--- src/rtl/bias_seq_ctrl_pkg.sv ---
// rtl/bias_seq_ctrl_pkg.sv - shared coefficient sizes and sequencer state encoding
// Contents: coefficient width, per-layer ROM depth / pass count, FSM state type,
// and a helper that sizes the ROM address bus (at least 1 bit, even for 1-word ROMs).
package bias_seq_ctrl_pkg;

    localparam int COEFF_WIDTH = 16;
    localparam int KERN_S_K_0  = 16;
    localparam int N_PASSES_0  = 1;

    typedef enum logic [1:0] {
        S_IDLE  = 2'd0,
        S_RUN   = 2'd1,
        S_DRAIN = 2'd2
    } seq_state_t;

    function automatic int addr_bits(input int n);
        return (n > 1) ? $clog2(n) : 1;
    endfunction

endpackage

--- src/rtl/bias_seq_ctrl_coeff_fifo2.sv ---
// rtl/bias_seq_ctrl_coeff_fifo2.sv - 2-entry coefficient FIFO with push/pop/count/head
// Ports:
//   clk_i, rst_ni     clock, asynchronous active-low reset
//   push_i, din_i     write one word (caller guarantees no overflow)
//   pop_i             drop the head word (caller guarantees count_o > 0)
//   count_o           occupancy 0..2
//   head_o            oldest word; holds its last value when empty
module coeff_fifo2 #(
    parameter int WIDTH = 16
) (
    input  logic             clk_i,
    input  logic             rst_ni,
    input  logic             push_i,
    input  logic             pop_i,
    input  logic [WIDTH-1:0] din_i,
    output logic [1:0]       count_o,
    output logic [WIDTH-1:0] head_o
);

    logic [WIDTH-1:0] e0_q;
    logic [WIDTH-1:0] e1_q;
    logic [1:0]       count_q;

    // e0_q is always the head; e1_q only holds data when two words are stored.
    always_ff @(posedge clk_i or negedge rst_ni) begin
        if (!rst_ni) begin
            e0_q    <= '0;
            e1_q    <= '0;
            count_q <= 2'd0;
        end else begin
            case ({push_i, pop_i})
                2'b10: begin
                    if (count_q == 2'd0) e0_q <= din_i;
                    else                 e1_q <= din_i;
                    count_q <= count_q + 2'd1;
                end
                2'b01: begin
                    if (count_q == 2'd2) e0_q <= e1_q;
                    count_q <= count_q - 2'd1;
                end
                2'b11: begin
                    // Occupancy unchanged; the incoming word lands behind the survivor.
                    if (count_q == 2'd2) begin
                        e0_q <= e1_q;
                        e1_q <= din_i;
                    end else begin
                        e0_q <= din_i;
                    end
                end
                default: ;
            endcase
        end
    end

    assign count_o = count_q;
    assign head_o  = e0_q;

endmodule

--- src/rtl/bias_seq_ctrl.sv ---
// rtl/bias_seq_ctrl.sv - sweeps a coefficient ROM N_PASSES times per start into an ap_fifo stream
// Ports:
//   ap_clk, ap_rst_n                       clock, asynchronous active-low reset
//   ap_start/ap_done/ap_idle/ap_ready      block-level handshake (ap_ready mirrors ap_done)
//   rom_address, rom_ce, rom_q             ROM read port, data valid the cycle after rom_ce
//   output_V_din/_full_n/_write            ap_fifo write side toward the bias FIFO
module bias_seq_ctrl
    import bias_seq_ctrl_pkg::*;
#(
    parameter int MEM_SIZE   = KERN_S_K_0,
    parameter int DATA_WIDTH = COEFF_WIDTH,
    parameter int N_PASSES   = N_PASSES_0,
    localparam int AW        = addr_bits(MEM_SIZE)
) (
    input  logic                  ap_clk,
    input  logic                  ap_rst_n,
    input  logic                  ap_start,
    output logic                  ap_done,
    output logic                  ap_idle,
    output logic                  ap_ready,
    output logic [AW-1:0]         rom_address,
    output logic                  rom_ce,
    input  logic [DATA_WIDTH-1:0] rom_q,
    output logic [DATA_WIDTH-1:0] output_V_din,
    input  logic                  output_V_full_n,
    output logic                  output_V_write
);

    localparam int PW = addr_bits(N_PASSES);
    localparam logic [AW-1:0] ADDR_LAST = AW'(MEM_SIZE - 1);
    localparam logic [PW-1:0] PASS_LAST = PW'(N_PASSES - 1);

    seq_state_t      state_q;
    logic [AW-1:0]   addr_q;
    logic [PW-1:0]   pass_q;
    logic            inflight_q;
    logic [1:0]      count;
    logic [2:0]      occ_after_pop;

    // Words already owned by the buffer after this cycle's pop, counting the read in flight.
    // A new read is only issued when it is guaranteed a slot when its data returns.
    assign output_V_write = (count != 2'd0) && output_V_full_n;
    assign occ_after_pop  = {1'b0, count} + {2'b00, inflight_q} - {2'b00, output_V_write};
    assign rom_ce         = (state_q == S_RUN) && (occ_after_pop < 3'd2);
    assign rom_address    = addr_q;

    // The final word is the one leaving the buffer with nothing behind it and nothing in flight.
    assign ap_done  = (state_q == S_DRAIN) && !inflight_q && (count == 2'd1) && output_V_write;
    assign ap_ready = ap_done;
    assign ap_idle  = (state_q == S_IDLE);

    always_ff @(posedge ap_clk or negedge ap_rst_n) begin
        if (!ap_rst_n) begin
            state_q    <= S_IDLE;
            addr_q     <= '0;
            pass_q     <= '0;
            inflight_q <= 1'b0;
        end else begin
            inflight_q <= rom_ce;
            case (state_q)
                S_IDLE: begin
                    if (ap_start) begin
                        state_q <= S_RUN;
                        addr_q  <= '0;
                        pass_q  <= '0;
                    end
                end
                S_RUN: begin
                    if (rom_ce) begin
                        if (addr_q == ADDR_LAST) begin
                            addr_q <= '0;
                            pass_q <= pass_q + PW'(1);
                            if (pass_q == PASS_LAST) state_q <= S_DRAIN;
                        end else begin
                            addr_q <= addr_q + AW'(1);
                        end
                    end
                end
                S_DRAIN: begin
                    if (ap_done) state_q <= S_IDLE;
                end
                default: state_q <= S_IDLE;
            endcase
        end
    end

    coeff_fifo2 #(
        .WIDTH (DATA_WIDTH)
    ) u_buf (
        .clk_i   (ap_clk),
        .rst_ni  (ap_rst_n),
        .push_i  (inflight_q),
        .pop_i   (output_V_write),
        .din_i   (rom_q),
        .count_o (count),
        .head_o  (output_V_din)
    );

endmodule

--- config.mk ---
export PLATFORM = sky130hd
export DESIGN_NAME = bias_seq_ctrl
export DESIGN_NICKNAME = d
export VERILOG_FILES = /design/src/rtl/bias_seq_ctrl_pkg.sv /design/src/rtl/bias_seq_ctrl_coeff_fifo2.sv /design/src/rtl/bias_seq_ctrl.sv
export SDC_FILE = /design/constraint.sdc
export NUM_CORES = 1
export LEC_CHECK = 0
export ABC_AREA = 1
export BUFFER_PORTS_ARGS = -buffer_cell sky130_fd_sc_hd__buf_2
export CAP_MARGIN = 30
export CELL_PAD_IN_SITES_DETAIL_PLACEMENT = 1
export CELL_PAD_IN_SITES_GLOBAL_PLACEMENT = 2
export CORE_MARGIN = 2
export CORE_UTILIZATION = 34
export CTS_CLUSTER_DIAMETER = 50
export DETAILED_ROUTE_END_ITERATION = 8
export PLACE_DENSITY_LB_ADDON = 0.1
export SYNTH_ARGS = -nofsm -noshare
export SYNTH_HDL_FRONTEND = slang
export SYNTH_SLANG_ARGS = --single-unit
--- constraint.sdc ---
create_clock -name ap_clk -period 4 [get_ports ap_clk]
set_clock_uncertainty 0.05 [all_clocks]
set_input_delay 0.8 -clock ap_clk [delete_from_list [all_inputs] [get_ports ap_clk]]
set_output_delay 0.8 -clock ap_clk [all_outputs]
set_load 0.03 [all_outputs]
==> impl_metrics.csv <==
group,metric,value,unit
clock_network,cts.path.max_buffers,2,
floorplan,pin_count,45,
sta,finalCritPeriodShare,92.1,%
critical_path,reg2regPathDepth,11,
logic_synthesis,synth_area_leader_cell,"dfrtp_1",
clock_network,tritoncts,"built",
detailed_routing,dr_total_vias,1754,
sta,rsz0062_at_grt,"no",
clock_network,cts_setup_buffers,0,
placed_design,post-place-ws,0.509,ns
finish,multi_input_area,873,um2
floorplan,num_rows,28,
detailed_routing,routed_via_density,4.72,
critical_path,r2r-start,"u_buf.count_o[1]",
power,leakage,1.40,nW
finish,drive_above_1_share,22.6,%
floorplan,die_h,83.1,um
logic_synthesis,ys_seq_area_share,49.4,%
detailed_routing,drt_iter0_drc,78,
sta,finalSetupViolCount,0,
logic_synthesis,postSynthAreaPerCell,8.44,um2
logic_synthesis,synthTopCellsByArea,"dfrtp_1, nand2_1, o211ai_1",
placed_design,portBuffers,44,
placed_design,place.gp.congestion,0.760,
clock_network,insertion_delay,0.29,ns
finish,syn2layout_area_growth,17.4,%
sta,final.setup.tns,0,ns
finish,fin_nets,321,
floorplan,coreArea,5990,um2
sta,worstMarginPinSlew,0.619,ns
run,drv_cap,0,
detailed_routing,drtPass1Iterations,4,
logic_synthesis,synth-warning-count,0,
floorplan,dieArea,6900,um2
sta,drv_slew,0,
sta,fin_ws,0.315,ns
detailed_routing,drc,0,
global_route,antenna_found_initial,0,
critical_path,worstReg2RegEnd,"rom_address[1]",
logic_synthesis,syn_nets,277,
detailed_routing,dr_wl_met2,2230,um
sta,fmax,271,MHz
logic_synthesis,synth-seq-cells,42,
sta,finalHoldViolCount,0,
detailed_routing,avgRoutedWirePerCell,12.7,um
logic_synthesis,netlist.area_leader.share,49.4,%
global_route,grt_pass1_wl,8340,um
placed_design,dpl.hpwl,3430,um
sta,fin_crit,3.68,ns
logic_synthesis,yosys.cell_types.count,27,
global_route,grt_max_degree,33,
critical_path,critPathRequiredTime,3.15,ns
clock_network,htree_levels,2,
detailed_routing,ant_nets,0,
clock_network,ctsResizeCount,0,
detailed_routing,top_layer,"met4",
clock_network,root_buffer,"clkbuf_8",
power,ir_drop,372,uV
critical_path,worstSetupPathType,"flip-flop to output port",
detailed_routing,wl,4720,um
critical_path,r2r_setup_slack,1.39,ns
floorplan,initial_core_util,35.5,%
logic_synthesis,synth_area,2130,um2
global_route,grt_pass1_vias,1793,
critical_path,crit_path_end_kind,"output port",
outcome,run_status,"finished, final reports clean",
finish,final_cell_mix,"nand2_1, buf_2, dfrtp_1, inv_1, o21ai_0",
clock_network,cts.sinks,42,
finish,diodes,0,
clock_network,cts_inserted_buffers,5,
finish,final_util,41.6,%
global_route,grtUsageTotal,14.8,%
power,p_per_area,801,nW/um2
floorplan,chipWidth,83.1,um
global_route,globalRoute.totalOverflow,0,
clock_network,ctsHoldBuffers,0,
sta,slew_headroom,58.7,%
critical_path,worstPathArrival,2.83,ns
power,p_total,0.00200,W
critical_path,path_max_fanout,6,
hold_path,hp-class,"input pin to async pin",
finish,regArea,1050,um2
logic_synthesis,syn_inst,252,
clock_network,clk_pin_slew,0.09,ns
finish,fill_cells,739,
critical_path,start_kind,"flip-flop",
detailed_routing,dr_wl_met3,183,um
finish,layout_commonest_cell,"nand2_1",
detailed_routing,wl_met1,2260,um
==> worst max-delay path: stages (launching register included) <==
cell and delay (ns):
dfrtp_1 0.42, inv_1 0.12, ha_1 0.29, nor2_8 0.20, inv_1 0.08, nor2_1 0.18, o21ai_0 0.14, fa_1 0.55
nand4_2 0.21, inv_1 0.15, buf_2 0.21
==> stage by stage <==
stage | std cells | hold slack, ns | instance area, um2
detailed placement | 364 | 0.411 | 2400
CTS | 372 | 0.325 | 2490
global route | 372 | 0.325 | 2490
global placement | 362 | 0.406 | 2360
floorplan | 252 | 0.404 | 2130
finish | 372 | 0.322 | 2490
==> routing by layer <==
metal / vias to the layer above / GRT usage (%)
met5: - / 0
met4: 0 / 4.02
met3: 5 / 3.18
met2: 31 / 25.3
met1: 829 / 18.8
li1: 889 / -
==> registers in the layout (all words and copies together) (netlist names) <==
name	cells
state_q	2
u_buf.head_o	16
u_buf.e1_q	16
rom_address	4
pass_q	1
u_buf.count_o	2
inflight_q	1
==> Yosys cell counts <==
cell,number
xor2_1,1
nor4_1,1
xnor2_1,1
nand3_1,9
buf_4,2
nor2_1,8
nor2_4,1
o21ai_0,20
o211ai_1,16
nor2_2,1
or2_0,1
inv_2,2
fa_1,1
nand2_1,94
nand4_1,1
nand4_2,1
inv_4,1
nor2_8,1
dfrtp_1,42
o21ai_2,2
inv_1,30
nand2_4,3
o211ai_2,1
buf_6,4
ha_1,4
buf_2,3
o21ai_1,1
==> cells by family after synthesis <==
| kind of cell | Yosys count | synth area share [%] |
|---|---|---|
| AOI/OAI and AO/OA | 40 | 12.0 |
| buffers and inverters | 42 | 9.48 |
| xor gates and xnor gates | 2 | 0.824 |
| and+or+nand+nor | 121 | 25.0 |
| DFF | 42 | 49.4 |
| adders and majority gates | 5 | 3.30 |
==> area by class of cell <==
| class | instances | share of cell area, % |
|---|---|---|
| flip-flops and latches | 42 | 42.1 |
| clock buffers | 6 | 3.31 |
| inverters | 33 | 5.07 |
| well taps | 75 | 3.76 |
| multi-input cells | 168 | 35.0 |
| clock inverters | 2 | 0.502 |
| repair buffers | 46 | 10.2 |
==> worst max path at each step <==
stage                           from  endpoint  slack (ns)  depth (start not counted)
floorplan            output_V_full_n  ap_ready        0.67                          5
global placement     output_V_full_n    rom_ce        0.60                         10
detailed placement   output_V_full_n    rom_ce        0.51                         10
CTS                 u_buf.count_o[1]    rom_ce        0.29                         10
global route        u_buf.count_o[1]    rom_ce        0.09                         10
finish              u_buf.count_o[1]    rom_ce        0.32                         10
==> power by group <==
part / internal (W) / leakage, nW / switching, W / total (W)
sequential: 0.000613 / 0.529 / 0.000126 / 0.000739
combinational: 0.000305 / 0.826 / 0.000669 / 0.000974
clock: 0.000139 / 0.0472 / 0.000148 / 0.000287
No activity file was read; power rests on OpenSTA's default activity.
